<file path="src/rtl/seq_detect_prog_if.sv">
`default_nettype none
// ============================================================================
// Module   : seq_detect_prog_if
// Purpose  : Bundles the serial data, configuration and status signals of the
//            programmable pattern detector.
// Revision : 1.0 - initial release
// ============================================================================
interface seq_detect_prog_if #(
    parameter int MAX_LEN = 8,
    parameter int CNT_W   = 8,
    parameter int LEN_W   = $clog2(MAX_LEN + 1)
);
    logic               en;
    logic               Din;
    logic               cfg_load;
    logic [MAX_LEN-1:0] cfg_pattern;
    logic [LEN_W-1:0]   cfg_len;
    logic               cfg_overlap;
    logic               clr_count;
    logic               Z;
    logic [CNT_W-1:0]   match_count;
    logic [LEN_W-1:0]   fill;

    modport master (
        output en, Din, cfg_load, cfg_pattern, cfg_len, cfg_overlap, clr_count,
        input  Z, match_count, fill
    );

    modport slave (
        input  en, Din, cfg_load, cfg_pattern, cfg_len, cfg_overlap, clr_count,
        output Z, match_count, fill
    );
endinterface
`default_nettype wire

</file>
<file path="src/rtl/seq_detect_prog.sv">
`default_nettype none
// ============================================================================
// Module   : seq_detect_prog
// Purpose  : Run-time programmable serial bit-pattern detector with registered
//            Moore match flag, saturating match counter and fill indicator.
// Revision : 1.0 - initial release
// ============================================================================
module seq_detect_prog #(
    parameter int MAX_LEN = 8,
    parameter int CNT_W   = 8,
    parameter int LEN_W   = $clog2(MAX_LEN + 1)
) (
    input  wire logic          CLK,
    input  wire logic          RESET,
    seq_detect_prog_if.slave   bus
);

    localparam int                 C_RST_LEN = (MAX_LEN < 5) ? MAX_LEN : 5;
    localparam logic [CNT_W-1:0]   C_CNT_MAX = '1;

    logic [MAX_LEN-1:0] r_hist, r_pat;
    logic [MAX_LEN-1:0] w_hist_nxt, w_pat_nxt, w_cand, w_mask;
    logic [LEN_W-1:0]   r_fill, r_len;
    logic [LEN_W-1:0]   w_fill_nxt, w_len_nxt, w_len_cfg;
    logic [LEN_W:0]     w_fill_inc;
    logic [CNT_W-1:0]   r_cnt, w_cnt_nxt;
    logic               r_ovl, w_ovl_nxt;
    logic               r_z;
    logic               w_accept, w_match, w_full;

    assign w_accept   = bus.en && !bus.cfg_load;
    assign w_cand     = {r_hist[MAX_LEN-2:0], bus.Din};
    // Low r_len bits set; a shift of MAX_LEN yields an all-ones mask.
    assign w_mask     = ~({MAX_LEN{1'b1}} << r_len);
    assign w_fill_inc = {1'b0, r_fill} + (LEN_W+1)'(1);
    assign w_full     = (w_fill_inc >= {1'b0, r_len});
    assign w_match    = w_accept && w_full && (((w_cand ^ r_pat) & w_mask) == '0);

    always_comb begin
        w_len_cfg = bus.cfg_len;
        if (bus.cfg_len == '0) begin
            w_len_cfg = LEN_W'(1);
        end else if (bus.cfg_len > LEN_W'(MAX_LEN)) begin
            w_len_cfg = LEN_W'(MAX_LEN);
        end
    end

    always_comb begin
        w_hist_nxt = r_hist;
        w_fill_nxt = r_fill;
        w_cnt_nxt  = r_cnt;
        w_pat_nxt  = r_pat;
        w_len_nxt  = r_len;
        w_ovl_nxt  = r_ovl;
        if (bus.cfg_load) begin
            w_pat_nxt  = bus.cfg_pattern;
            w_len_nxt  = w_len_cfg;
            w_ovl_nxt  = bus.cfg_overlap;
            w_hist_nxt = '0;
            w_fill_nxt = '0;
            w_cnt_nxt  = '0;
        end else begin
            if (w_accept) begin
                w_hist_nxt = w_cand;
                if (w_match && !r_ovl) begin
                    w_fill_nxt = '0;
                end else if (w_full) begin
                    w_fill_nxt = r_len;
                end else begin
                    w_fill_nxt = w_fill_inc[LEN_W-1:0];
                end
            end
            // A match coinciding with a clear counts as the first new match.
            if (bus.clr_count) begin
                w_cnt_nxt = w_match ? CNT_W'(1) : '0;
            end else if (w_match && (r_cnt != C_CNT_MAX)) begin
                w_cnt_nxt = r_cnt + CNT_W'(1);
            end
        end
    end

    always_ff @(posedge CLK or posedge RESET) begin
        if (RESET) begin
            r_hist <= '0;
            r_fill <= '0;
            r_pat  <= MAX_LEN'(5'b11011);
            r_len  <= LEN_W'(C_RST_LEN);
            r_ovl  <= 1'b1;
            r_z    <= 1'b0;
            r_cnt  <= '0;
        end else begin
            r_hist <= w_hist_nxt;
            r_fill <= w_fill_nxt;
            r_pat  <= w_pat_nxt;
            r_len  <= w_len_nxt;
            r_ovl  <= w_ovl_nxt;
            r_z    <= w_match;
            r_cnt  <= w_cnt_nxt;
        end
    end

    assign bus.Z           = r_z;
    assign bus.match_count = r_cnt;
    assign bus.fill        = r_fill;

endmodule
`default_nettype wire

</file>
<file path="src/flat_wrapper.sv">
// flat-port wrapper written by rule: the top's interface ports become plain ports
module seq_detect_prog_flat 
#(
    parameter int MAX_LEN = 8,
    parameter int CNT_W   = 8,
    parameter int LEN_W   = $clog2(MAX_LEN + 1)
)
  (CLK, RESET, bus_en, bus_Din, bus_cfg_load, bus_cfg_pattern, bus_cfg_len, bus_cfg_overlap, bus_clr_count, bus_Z, bus_match_count, bus_fill);
  seq_detect_prog_if #(.MAX_LEN(MAX_LEN), .CNT_W(CNT_W), .LEN_W(LEN_W)) bus_i ();
  input  wire logic CLK;
  input  wire logic RESET;
  input wire logic [$bits(bus_i.en)-1:0] bus_en;
  input wire logic [$bits(bus_i.Din)-1:0] bus_Din;
  input wire logic [$bits(bus_i.cfg_load)-1:0] bus_cfg_load;
  input wire logic [$bits(bus_i.cfg_pattern)-1:0] bus_cfg_pattern;
  input wire logic [$bits(bus_i.cfg_len)-1:0] bus_cfg_len;
  input wire logic [$bits(bus_i.cfg_overlap)-1:0] bus_cfg_overlap;
  input wire logic [$bits(bus_i.clr_count)-1:0] bus_clr_count;
  output wire logic [$bits(bus_i.Z)-1:0] bus_Z;
  output wire logic [$bits(bus_i.match_count)-1:0] bus_match_count;
  output wire logic [$bits(bus_i.fill)-1:0] bus_fill;
  assign bus_i.en = bus_en;
  assign bus_i.Din = bus_Din;
  assign bus_i.cfg_load = bus_cfg_load;
  assign bus_i.cfg_pattern = bus_cfg_pattern;
  assign bus_i.cfg_len = bus_cfg_len;
  assign bus_i.cfg_overlap = bus_cfg_overlap;
  assign bus_i.clr_count = bus_clr_count;
  assign bus_Z = bus_i.Z;
  assign bus_match_count = bus_i.match_count;
  assign bus_fill = bus_i.fill;
  seq_detect_prog #(.MAX_LEN(MAX_LEN), .CNT_W(CNT_W), .LEN_W(LEN_W)) u_core (.CLK(CLK), .RESET(RESET), .bus(bus_i));
endmodule
</file>
<file path="config.mk">
export PLATFORM = sky130hd
export DESIGN_NAME = seq_detect_prog_flat
export DESIGN_NICKNAME = d
export VERILOG_FILES = /design/src/rtl/seq_detect_prog_if.sv /design/src/rtl/seq_detect_prog.sv /design/src/flat_wrapper.sv
export SDC_FILE = /design/constraint.sdc
export NUM_CORES = 1
export LEC_CHECK = 0
export ABC_AREA = 1
export CORE_MARGIN = 4
export CORE_UTILIZATION = 35
export DETAILED_ROUTE_END_ITERATION = 8
export PLACE_DENSITY = 0.53
export SYNTH_ARGS = -nofsm -noshare
export SYNTH_HDL_FRONTEND = slang
export SYNTH_SLANG_ARGS = --single-unit
export TNS_END_PERCENT = 10
</file>
<file path="constraint.sdc">
create_clock -name CLK -period 2.6 [get_ports CLK]
set_input_delay 0.52 -clock CLK [delete_from_list [all_inputs] [get_ports CLK]]
set_output_delay 0.52 -clock CLK [all_outputs]
set_load 0.03 [all_outputs]
</file>
==> results of run 1 <==
## kinds of logic (layout without fill, tap and decap cells)
logic type                 Yosys count  in the layout  share of synthesized area [%]
AOI/OAI and AO/OA                   24             24                           6.85
DFF                                 33             33                           43.1
adders and majority gates            6              6                           3.88
and+or+nand+nor                    143            143                           34.1
buffers and inverters               50             90                           9.82
xor gates and xnor gates             5              5                           2.26
## power by group through the flow
| stage | combinational, mW | clock, mW | sequential (mW) |
|---|---|---|---|
| detailed placement | 0.504 | 0 | 0.625 |
| CTS | 0.506 | 0.514 | 0.617 |
| global route | 0.574 | 0.540 | 0.622 |
| global placement | 0.504 | 0 | 0.623 |
| floorplan | 0.309 | 0 | 0.659 |
| finish | 0.500 | 0.498 | 0.615 |
## worst max-delay path, stage by stage, from the launching register on
cell and delay [ns]:
dfrtp_1 0.44, ha_1 0.26, xor2_1 0.16, ha_1 0.30, nand2_1 0.05, clkinv_1 0.04
nand3_1 0.07, nor2_1 0.17, nor2_4 0.07, nor2_4 0.13, nand3_4 0.14, nand2_4 0.14
nand2_1 0.06, nand2_1 0.06
## sequential cells by signal (all words and copies together) (netlist names)
register / count
u_core.r_hist: 7
u_core.bus.fill: 4
u_core.bus.match_count: 8
u_core.bus.Z: 1
u_core.r_pat: 8
u_core.r_len: 4
u_core.r_ovl: 1
## path summary, 6_finish.rpt
check                                         from                        end
worst max-delay path            u_core.bus.fill[0]  u_core.bus.match_count[2]
worst min-delay path               u_core.r_pat[0]            u_core.r_pat[0]
worst max register to register  u_core.bus.fill[0]  u_core.bus.match_count[2]
worst min register to register     u_core.r_pat[0]            u_core.r_pat[0]
max in group asynchronous                    RESET               u_core.r_ovl
min in group asynchronous                    RESET           u_core.r_hist[5]
## cell usage after synthesis (3+ instances only)
cell      n  area share [%]
o21ai_0  11             2.8
dfrtp_1  26              34
nor2_1   14             2.7
nor4_1    4             1.3
nor3_1    3            0.77
o22ai_1  10             3.2
ha_1      6             3.9
xor2_1    5             2.3
a21oi_1   3            0.77
nor2_4    4             2.3
nand3_2   3             1.6
nand3_1  23             5.9
inv_1    43             8.3
nand2_1  86              17
dfstp_2   7             9.5
## through the flow
step	instances	hold slack (ns)	worst slack (ns)	utilization (%)	cell area, µm²
3_3_place_gp	363	0.484	0.479	45.0	2350
4_1_cts	371	0.499	0.430	47.2	2470
3_5_place_dp	363	0.489	0.451	45.0	2350
2_1_floorplan	261	0.461	0.457	-	1940
5_1_grt	371	0.514	0.273	47.2	2470
6_report	371	0.493	0.440	47.2	2470
## cell type report
class | count | area [µm²] | area share, %
clock buffers | 7 | 86.3 | 3.49
clock inverters | 1 | 30.0 | 1.22
inverters | 46 | 173 | 6.99
multi-input cells | 178 | 912 | 36.9
flip-flops and latches | 33 | 835 | 33.8
well taps | 70 | 87.6 | 3.54
repair buffers | 36 | 348 | 14.1
## layer usage
metal  GRT usage [%]  part of all wire, %  up-vias
li1                -                    -      902
met1            19.3                   49      766
met2            22.5                   46       30
met3            3.47                  3.9        5
met4            4.65                  1.2        0
met5               0                    0        -
==> flow_summary.ini, run 1 <==
[status]
status = completed

[clock_tree]
cts_buffers = 5
cts_root_buf = clkbuf_8
postCtsHoldBufs = 0
clk_pin_slew_ns = 0.06
tritoncts = done
cts_num_sinks = 33
cts_resized = 0
worstSkewPairLatency_ns = 0.29
cts.htree.levels = 2
cts_max_path_buffers = 2
post_cts_buffers = 0

[synth]
async_flop_share_pct = 100
netlist_area_um2 = 1940
synth_cell_type_count = 26
yosys_warnings = 0
synthFlopType = dfrtp_1
syn_avg_cell_area_um2 = 7.42
syn_inst = 261
synth-seq-cells = 33
seq_area_frac_synth_pct = 43.1
synth_edf_count = 0
syn-num-nets = 286

[power_and_ir_drop]
switching_power_mw = 0.541
swShare_pct = 33.5
powerDensity_nw_per_um2 = 653
power.share.sequential_pct = 38.2
power_mw = 1.61
power_leakage_nw = 1.21
combPwrFrac_pct = 31.0
ir_drop_v = 0.000292
clkPwrFrac_pct = 30.9
internal-power_mw = 1.07

[routing]
routed_wl_mm = 4.45
ant_nets = 0
wl_per_cell_um = 12.0
drt_iter0_markers = 65
viasPerCell = 4.59
drc = 0
vias = 1703
dr.pass1.iters = 4

[global_routing]
antenna_found_initial = 0
grt_pass1_vias = 1577
grt_util_all_layers_pct = 14.3
grt_max_degree = 34
grt_overflow = 0
grt_pass1_wl_mm = 7.37

[sta]
min_period_ns = 2.16
clock-skew-final_ns = 0.0100
fmax_ghz = 0.463
finalSetupViolCount = 0
maxSlewViolCount = 0
tightest_slew_ns = 0.421
slew_headroom_pct = 71.9
rsz0062_at_grt = no
final_hold_viol_count = 0
min_period_over_period_pct = 83.1
tns_ns = 0

[layout]
mostFrequentLayoutCell = nand2_1
layout_common_cells = nand2_1, inv_1, clkdlybuf4s50_1, dfrtp_1, nand3_1
fill_cells = 547
layout-drive-gt1-share_pct = 10.6
fin_nets = 325
diodes = 0
area_delta_synth_final_pct = 27.6

[critical_path]
r2r_cells = 13
cp.arrival_ns = 2.38
cp-end-kind = flip-flop
worstPathMaxFanout = 9
path_class = reg2reg
rrSetupSlack_ns = 0.44
startpoint_type = flip-flop
cp.required_ns = 2.82

[floorplan]
coreArea_um2 = 5240
rows = 26
fp.dieH_um = 82.4
die_width_um = 82.4
start_util_pct = 37.0
io_pins = 32
fp.dieArea_um2 = 6790

[placement]
dpl.hpwl_mm = 3.48
port-buffer-count = 31
gp_congestion = 0.798

[flow_run]
cap_violations = 0

[hold_path]
hp-class = reg2reg
hold_path_depth = 2
Note: power is estimated with default switching activity, not from simulation.
==> inputs of run 2 (changes only) <==
PLACE_DENSITY = 0.55   (was 0.53)
clock period = 1.9 ns   (was 2.6 ns; I/O delays follow)
==> flow_summary.ini, run 2 (same netlist as run 1, synthesis figures left out) <==
[status]
status = complete, but fails checks
violations = setup timing

[critical_path]
cp.arrival_ns = 2.21
r2r_cells = 13
r2r_start = u_core.bus.fill[0]
cp-end-kind = flip-flop
startpoint_type = flip-flop
startpoint = u_core.bus.fill[0]
worstPathMaxFanout = 8
reg2reg_to = u_core.bus.match_count[6]
path_class = reg2reg
cpPeakStageDelay_ns = 0.44
cp.required_ns = 2.12
cpMaxStageDelayCell = dfrtp_2
rrSetupSlack_ns = -0.09
path_cells = ha_4 -> xor2_2 -> ha_1 -> nand2_1 -> clkinv_1 -> nand3_2 -> nor2_4 -> nor2_4 -> nor2_4 -> nand3_4 -> nand2_4 -> nand2_1 -> nand2_1

[sta]
finalSetupViolCount = 12
tightest_slew_ns = 0.421
clock-skew-final_ns = 0.00280
maxSlewViolCount = 0
slew_headroom_pct = 72.0
finalWorstSetupSlack_ns = -0.0895
min_period_ns = 1.99
tns_ns = -0.930
min_period_over_period_pct = 105
final_hold_viol_count = 0
fmax_ghz = 0.503
rsz0062_at_grt = yes

[clock_tree]
cts_num_sinks = 33
cts_root_buf = clkbuf_8
cts_max_path_buffers = 2
worstSkewPairLatency_ns = 0.28
cts.htree.levels = 2
clk_pin_slew_ns = 0.06
tritoncts = done
cts_buffers = 5
post_cts_buffers = 0

[routing]
drc = 0
viasPerCell = 4.62
ant_nets = 0
vias = 1788
wl_per_cell_um = 11.5
routed_wl_mm = 4.44
dr.pass1.iters = 4
drt_iter0_markers = 90

[layout]
fill_cells = 512
regArea_um2 = 838
multi_input_area_um2 = 975
layout.cells.non_filler = 387
mostFrequentLayoutCell = nand2_1
final_core_util_pct = 50.1
layout-drive-gt1-share_pct = 18.3
diodes = 0
fin_nets = 341
layout_common_cells = nand2_1, inv_1, clkdlybuf4s50_1, dfrtp_1, nand3_1
area_delta_synth_final_pct = 35.6

[global_routing]
grt_pass1_wl_mm = 7.48
grt_max_degree = 34
grt_pass1_vias = 1652
grt_overflow = 0
antenna_found_initial = 0
grt_util_all_layers_pct = 14.5

[floorplan]
fp.dieArea_um2 = 6790
rows = 26
coreArea_um2 = 5240
io_pins = 32
fp.dieH_um = 82.4
start_util_pct = 37.0
die_width_um = 82.4

[power_and_ir_drop]
powerDensity_nw_per_um2 = 848
ir_drop_v = 0.000411
power_leakage_nw = 1.29

[hold_path]
hp-class = in2async

[placement]
place_inst = 378
port-buffer-count = 31
gp_congestion = 0.833
dpl.hpwl_mm = 3.41

[flow_run]
cap_violations = 0
## run 2: per-layer routing
layer  vias to the layer above  global-route usage (%)  part of all wire (%)
met5                         -                       0                     0
met4                         0                    4.49                  0.90
met3                         4                    3.25                   3.8
met2                        35                    23.6                    47
met1                       811                    19.3                    48
li1                        938                       -                     -
## run 2: through the flow
step                cell area [µm²]  hold slack, ns  power (mW)  worst slack [ns]
floorplan                      1960           0.461        1.35           -0.0944
global placement               2490           0.485        1.67            -0.114
detailed placement             2490           0.491        1.67            -0.125
CTS                            2620           0.499        2.26            -0.122
global route                   2630           0.509        2.40            -0.218
finish                         2630           0.489        2.23           -0.0895
## run 2: power by group
part / internal (mW) / switching [mW]
Combinational: 0.385 / 0.484
Sequential: 0.776 / 0.0538
Clock: 0.295 / 0.234
## run 2: worst max path at each step
stage / to / slack [ns] / cells after the start
CTS: u_core.bus.match_count[4] / -0.12 / 13
floorplan: u_core.bus.match_count[2] / -0.09 / 13
global placement: u_core.bus.fill[0] / -0.11 / 12
finish: u_core.bus.match_count[6] / -0.09 / 13
global route: u_core.bus.match_count[0] / -0.22 / 13
detailed placement: u_core.bus.fill[3] / -0.12 / 14
## run 2: critical path, delay by kind of cell, from the launching register on
family | cells | cell delay, ns
AND/OR/NAND/NOR | 9 | 0.82
adder cells (fa/ha/maj) | 2 | 0.48
flip-flops | 1 | 0.44
XOR/XNOR | 1 | 0.15
buffers and inverters | 1 | 0.05
## run 2: final cells by class
cell class | instances | area share [%]
multi-input combinational | 179 | 37.1
sequential | 33 | 31.9
timing repair buffer | 51 | 17.6
inverter | 46 | 6.57
clock buffer | 8 | 3.43
tap | 70 | 3.33
## run 2: repair_timing
action / in CTS / in global routing
gates cloned: 1 / 0
hold endpoints to repair: 0 / 0
pin swaps: 7 / 2
resized for setup: 8 / 2
hold buffers: 0 / 0
endpoints found under the setup margin: 13 / 14
==> inputs of run 3 (changes only) <==
CORE_ASPECT_RATIO = 1.4   (was default)
CORE_UTILIZATION = 48   (was 35)
MAX_ROUTING_LAYER = met4   (was default)
PLACE_DENSITY = 0.73   (was 0.55)
==> flow_summary.ini, run 3 (same netlist as run 1, synthesis figures left out) <==
[clock_tree]
cts_max_path_buffers = 2
cts_root_buf = clkbuf_8
tritoncts = done
cts_buffers = 5
worstSkewPairLatency_ns = 0.29
cts_num_sinks = 33
postCtsHoldBufs = 0
clk_pin_slew_ns = 0.07
cts.htree.levels = 2

[global_routing]
grt_max_degree = 34
grt_overflow = 0
antenna_found_initial = 0
grt_pass1_vias = 1788
grt_util_all_layers_pct = 20.4
grt_pass1_wl_mm = 7.80

[sta]
min_period_over_period_pct = 107
maxSlewViolCount = 0
rsz0062_at_grt = yes
final_hold_viol_count = 0
min_period_ns = 2.03
clock-skew-final_ns = 0.00535
finalSetupViolCount = 13
fmax_ghz = 0.492
finalWorstSetupSlack_ns = -0.134
tightest_slew_ns = 0.418
holdWs_ns = 0.488
slew_headroom_pct = 72.1

[placement]
dpl.hpwl_mm = 3.25
gp_congestion = 0.892
pre_cts_ws_ns = -0.146
place_inst = 346
port-buffer-count = 31

[power_and_ir_drop]
power_leakage_nw = 1.30
ir_drop_v = 0.000869
power_mw = 2.37
powerDensity_nw_per_um2 = 896

[floorplan]
fp.dieH_um = 83.2
coreArea_um2 = 3920
start_util_pct = 49.4
io_pins = 32
fp.dieArea_um2 = 5130
rows = 27
die_width_um = 61.7

[layout]
diodes = 0
fin_nets = 339
layout-drive-gt1-share_pct = 20.3
layout_common_cells = nand2_1, inv_1, clkdlybuf4s50_1, dfrtp_1, nand3_1
mostFrequentLayoutCell = nand2_1
area_delta_synth_final_pct = 36.8
final_core_util_pct = 67.6
layout.cells.non_filler = 358

[routing]
drt_iter0_markers = 66
drc = 0
viasPerCell = 5.07
vias = 1814
routed_wl_mm = 4.69
wl_per_cell_um = 13.1
dr.pass1.iters = 4
ant_nets = 0

[status]
status = complete, but fails checks
violations = setup timing

[flow_run]
cap_violations = 0

[hold_path]
hp-class = in2async

[critical_path]
startpoint_type = flip-flop
cp.arrival_ns = 2.26
cp.required_ns = 2.13
cp-end-kind = flip-flop
worstPathMaxFanout = 8
path_class = reg2reg
-- run 3: changes by cell type in the layout (fill, tap and decap cells not counted), sizes merged --
cell / previous run / this run
clkdlybuf4s50: 30 / 29
inv: 45 / 46
clkinv: 1 / 0
buf: 20 / 18
dlymetal6s2s: 1 / 2
-- run 3: worst max-delay path, cell delays in order (launching register included) --
cell and delay, ns:
dfrtp_2 0.44, ha_4 0.19, xor2_4 0.16, ha_4 0.29, nand2_4 0.05, inv_4 0.05, nand3_4 0.06, nor2_4 0.13
nor2_4 0.05, nor2_4 0.15, nand3_4 0.15, nand2_8 0.12, nand2_2 0.05, nand2_2 0.07
-- run 3: power breakdown --
part	switching, mW	total, mW	internal, mW
Sequential	0.0671	0.843	0.775
Combinational	0.547	0.985	0.438
Clock	0.251	0.547	0.295
-- run 3: timing repair --
| action | CTS | global route |
|---|---|---|
| pin swaps | 7 | 11 |
| setup buffers | 2 | 1 |
| cloned | 1 | 0 |
| resized for setup | 9 | 14 |
| endpoints found under the setup margin | 13 | 14 |
-- run 3: final timing paths --
check,startpoint,endpoint,slack [ns],depth (start not counted)
max,u_core.bus.fill[1],u_core.bus.match_count[5],-0.13,13
min,RESET,u_core.bus.match_count[0],0.49,3
max reg2reg,u_core.bus.fill[1],u_core.bus.match_count[5],-0.13,13
min reg2reg,u_core.r_pat[0],u_core.r_pat[0],0.49,2
max in group asynchronous,RESET,u_core.r_len[0],1.08,3
min in group CLK,u_core.r_pat[0],u_core.r_pat[0],0.49,2
-- run 3: metrics by stage --
step / TNS [ns] / area (µm²)
global placement: -0.822 / 2410
floorplan: -1.09 / 1960
CTS: -1.42 / 2560
global route: -2.97 / 2650
detailed placement: -1.62 / 2410
finish: -1.36 / 2650
-- run 3: metal layers --
metal	GRT usage [%]	routed length, µm
met1	26.5	2020
met2	29.9	2350
met3	3.42	194
met4	10.2	122
met5	-	0
-- run 3: final cells by class --
| type | instances | area (µm²) |
|---|---|---|
| fill | 322 | 1270 |
| multi-input combinational | 179 | 1040 |
| sequential | 33 | 838 |
| timing repair buffer | 49 | 450 |
| inverter | 46 | 175 |
| clock buffer | 8 | 90.1 |
| tap | 43 | 53.8 |
==> RTL change (flow settings as in run 2) <==
`CNT_W` is set to 8 in 3 places; all go to 10.
--- a/src/rtl/seq_detect_prog_if.sv
+++ b/src/rtl/seq_detect_prog_if.sv
@@ -7,7 +7,7 @@
 // ============================================================================
 interface seq_detect_prog_if #(
     parameter int MAX_LEN = 8,
-    parameter int CNT_W   = 8,
+    parameter int CNT_W   = 10,
     parameter int LEN_W   = $clog2(MAX_LEN + 1)
 );
     logic               en;
--- a/src/rtl/seq_detect_prog.sv
+++ b/src/rtl/seq_detect_prog.sv
@@ -7,7 +7,7 @@
 // ============================================================================
 module seq_detect_prog #(
     parameter int MAX_LEN = 8,
-    parameter int CNT_W   = 8,
+    parameter int CNT_W   = 10,
     parameter int LEN_W   = $clog2(MAX_LEN + 1)
 ) (
     input  wire logic          CLK,
--- a/src/flat_wrapper.sv
+++ b/src/flat_wrapper.sv
@@ -2,7 +2,7 @@
 module seq_detect_prog_flat 
 #(
     parameter int MAX_LEN = 8,
-    parameter int CNT_W   = 8,
+    parameter int CNT_W   = 10,
     parameter int LEN_W   = $clog2(MAX_LEN + 1)
 )
   (CLK, RESET, bus_en, bus_Din, bus_cfg_load, bus_cfg_pattern, bus_cfg_len, bus_cfg_overlap, bus_clr_count, bus_Z, bus_match_count, bus_fill);
Interface: changed (resized bus_match_count); port bits go from 32 to 34. No check against the original RTL was run, so the function may have changed too.
==> RTL change against run 2 <==
Largest cell class unchanged; critical path type unchanged; final cell count increased by 7.0%; power grew 17%; area after synthesis grew 13%; routed wire length grew 13%; final area rose by 14%; die area is 12% higher; worst hold slack worse by 0.072 ns; sequential power is 5.4% higher; setup slack got worse by 0.050 ns; the run still ends with negative setup slack left; critical path depth unchanged; sequential cell count grew 2.
==> RTL change: results <==
drt:
  wl_met1_microns: 2400
  wire_per_inst_microns: 12.2
  drtIter0Drc: 62
  met2WireLength_microns: 2360
  dr_wl_met3_microns: 213
  post_drt_via_cell_ratio: 4.62
yosys:
  synth_xor_area_share_pct: 2.00
  netlist_top_cells_count: "93 x nand2_1, 40 x inv_1, 28 x dfrtp_1"
  synthAdderAreaFrac_pct: 3.42
  synthesis.nets: 307
  synth_cell_types: 32
  synth_compound_area_share_pct: 6.50
  yosysSeqAreaShare_pct: 40.3
place:
  dp_cells: 402
  gp_congestion: 0.825
  port_buffers: 33
sta:
  clock_skew_ns: 0.0114
  layout_setup_ws_ns: -0.140
  final-setup-viol-count: 14
  relSlewSlack_pct: 78.6
setup_path:
  r2r-end: "u_core.bus.match_count[3]"
  arrival_ns: 2.24
  cp_max_fo: 5
  reg2reg_from: "u_core.bus.fill[1]"
cts:
  insertion_delay_ns: 0.30
  clk_pin_slew_ns: 0.08
finish:
  nonClkBufAreaFrac_pct: 17.9
  multi_input_area_share_pct: 38.8
  drive_above_1_share_pct: 23.9
  nMultiInputCombCells: 196
  seq_share_pct: 29.7
  nets: 363
run_status:
  violations: "negative setup slack"
  status: "finished, violations left"
power_and_ir_drop:
  p_comb_share_pct: 35.0
  cellLeakagePower_nw: 1.50
  peakVddDrop_mv: 0.434
grt:
  grt.total_usage_pct: 14.1
## RTL change: per-stage QoR
stage | setup WS (ns) | instance area (sq um) | power (mW) | hold slack [ns] | util (%)
4_1_cts | -0.160 | 2910 | 2.60 | 0.424 | 48.5
3_5_place_dp | -0.160 | 2750 | 1.75 | 0.488 | 45.8
2_1_floorplan | -0.133 | 2230 | 1.46 | 0.460 | -
3_3_place_gp | -0.0990 | 2750 | 1.74 | 0.483 | 45.8
5_1_grt | -0.251 | 2990 | 2.78 | 0.447 | 49.8
6_report | -0.140 | 2990 | 2.61 | 0.417 | 49.8
## RTL change: logic make-up after synthesis
kind of cell             after synthesis
AO/OA/AOI/OAI                         25
XOR/XNOR                               5
adder cells (fa/ha/maj)                6
buffers and inverters                 52
flip-flops                            35
AND/OR/NAND/NOR                      159
## RTL change: layer usage
metal | up-vias | GRT usage, %
met2 | 28 | 23.5
li1 | 1007 | -
met5 | - | 0
met1 | 873 | 18.2
met3 | 6 | 3.50
met4 | 0 | 4.18
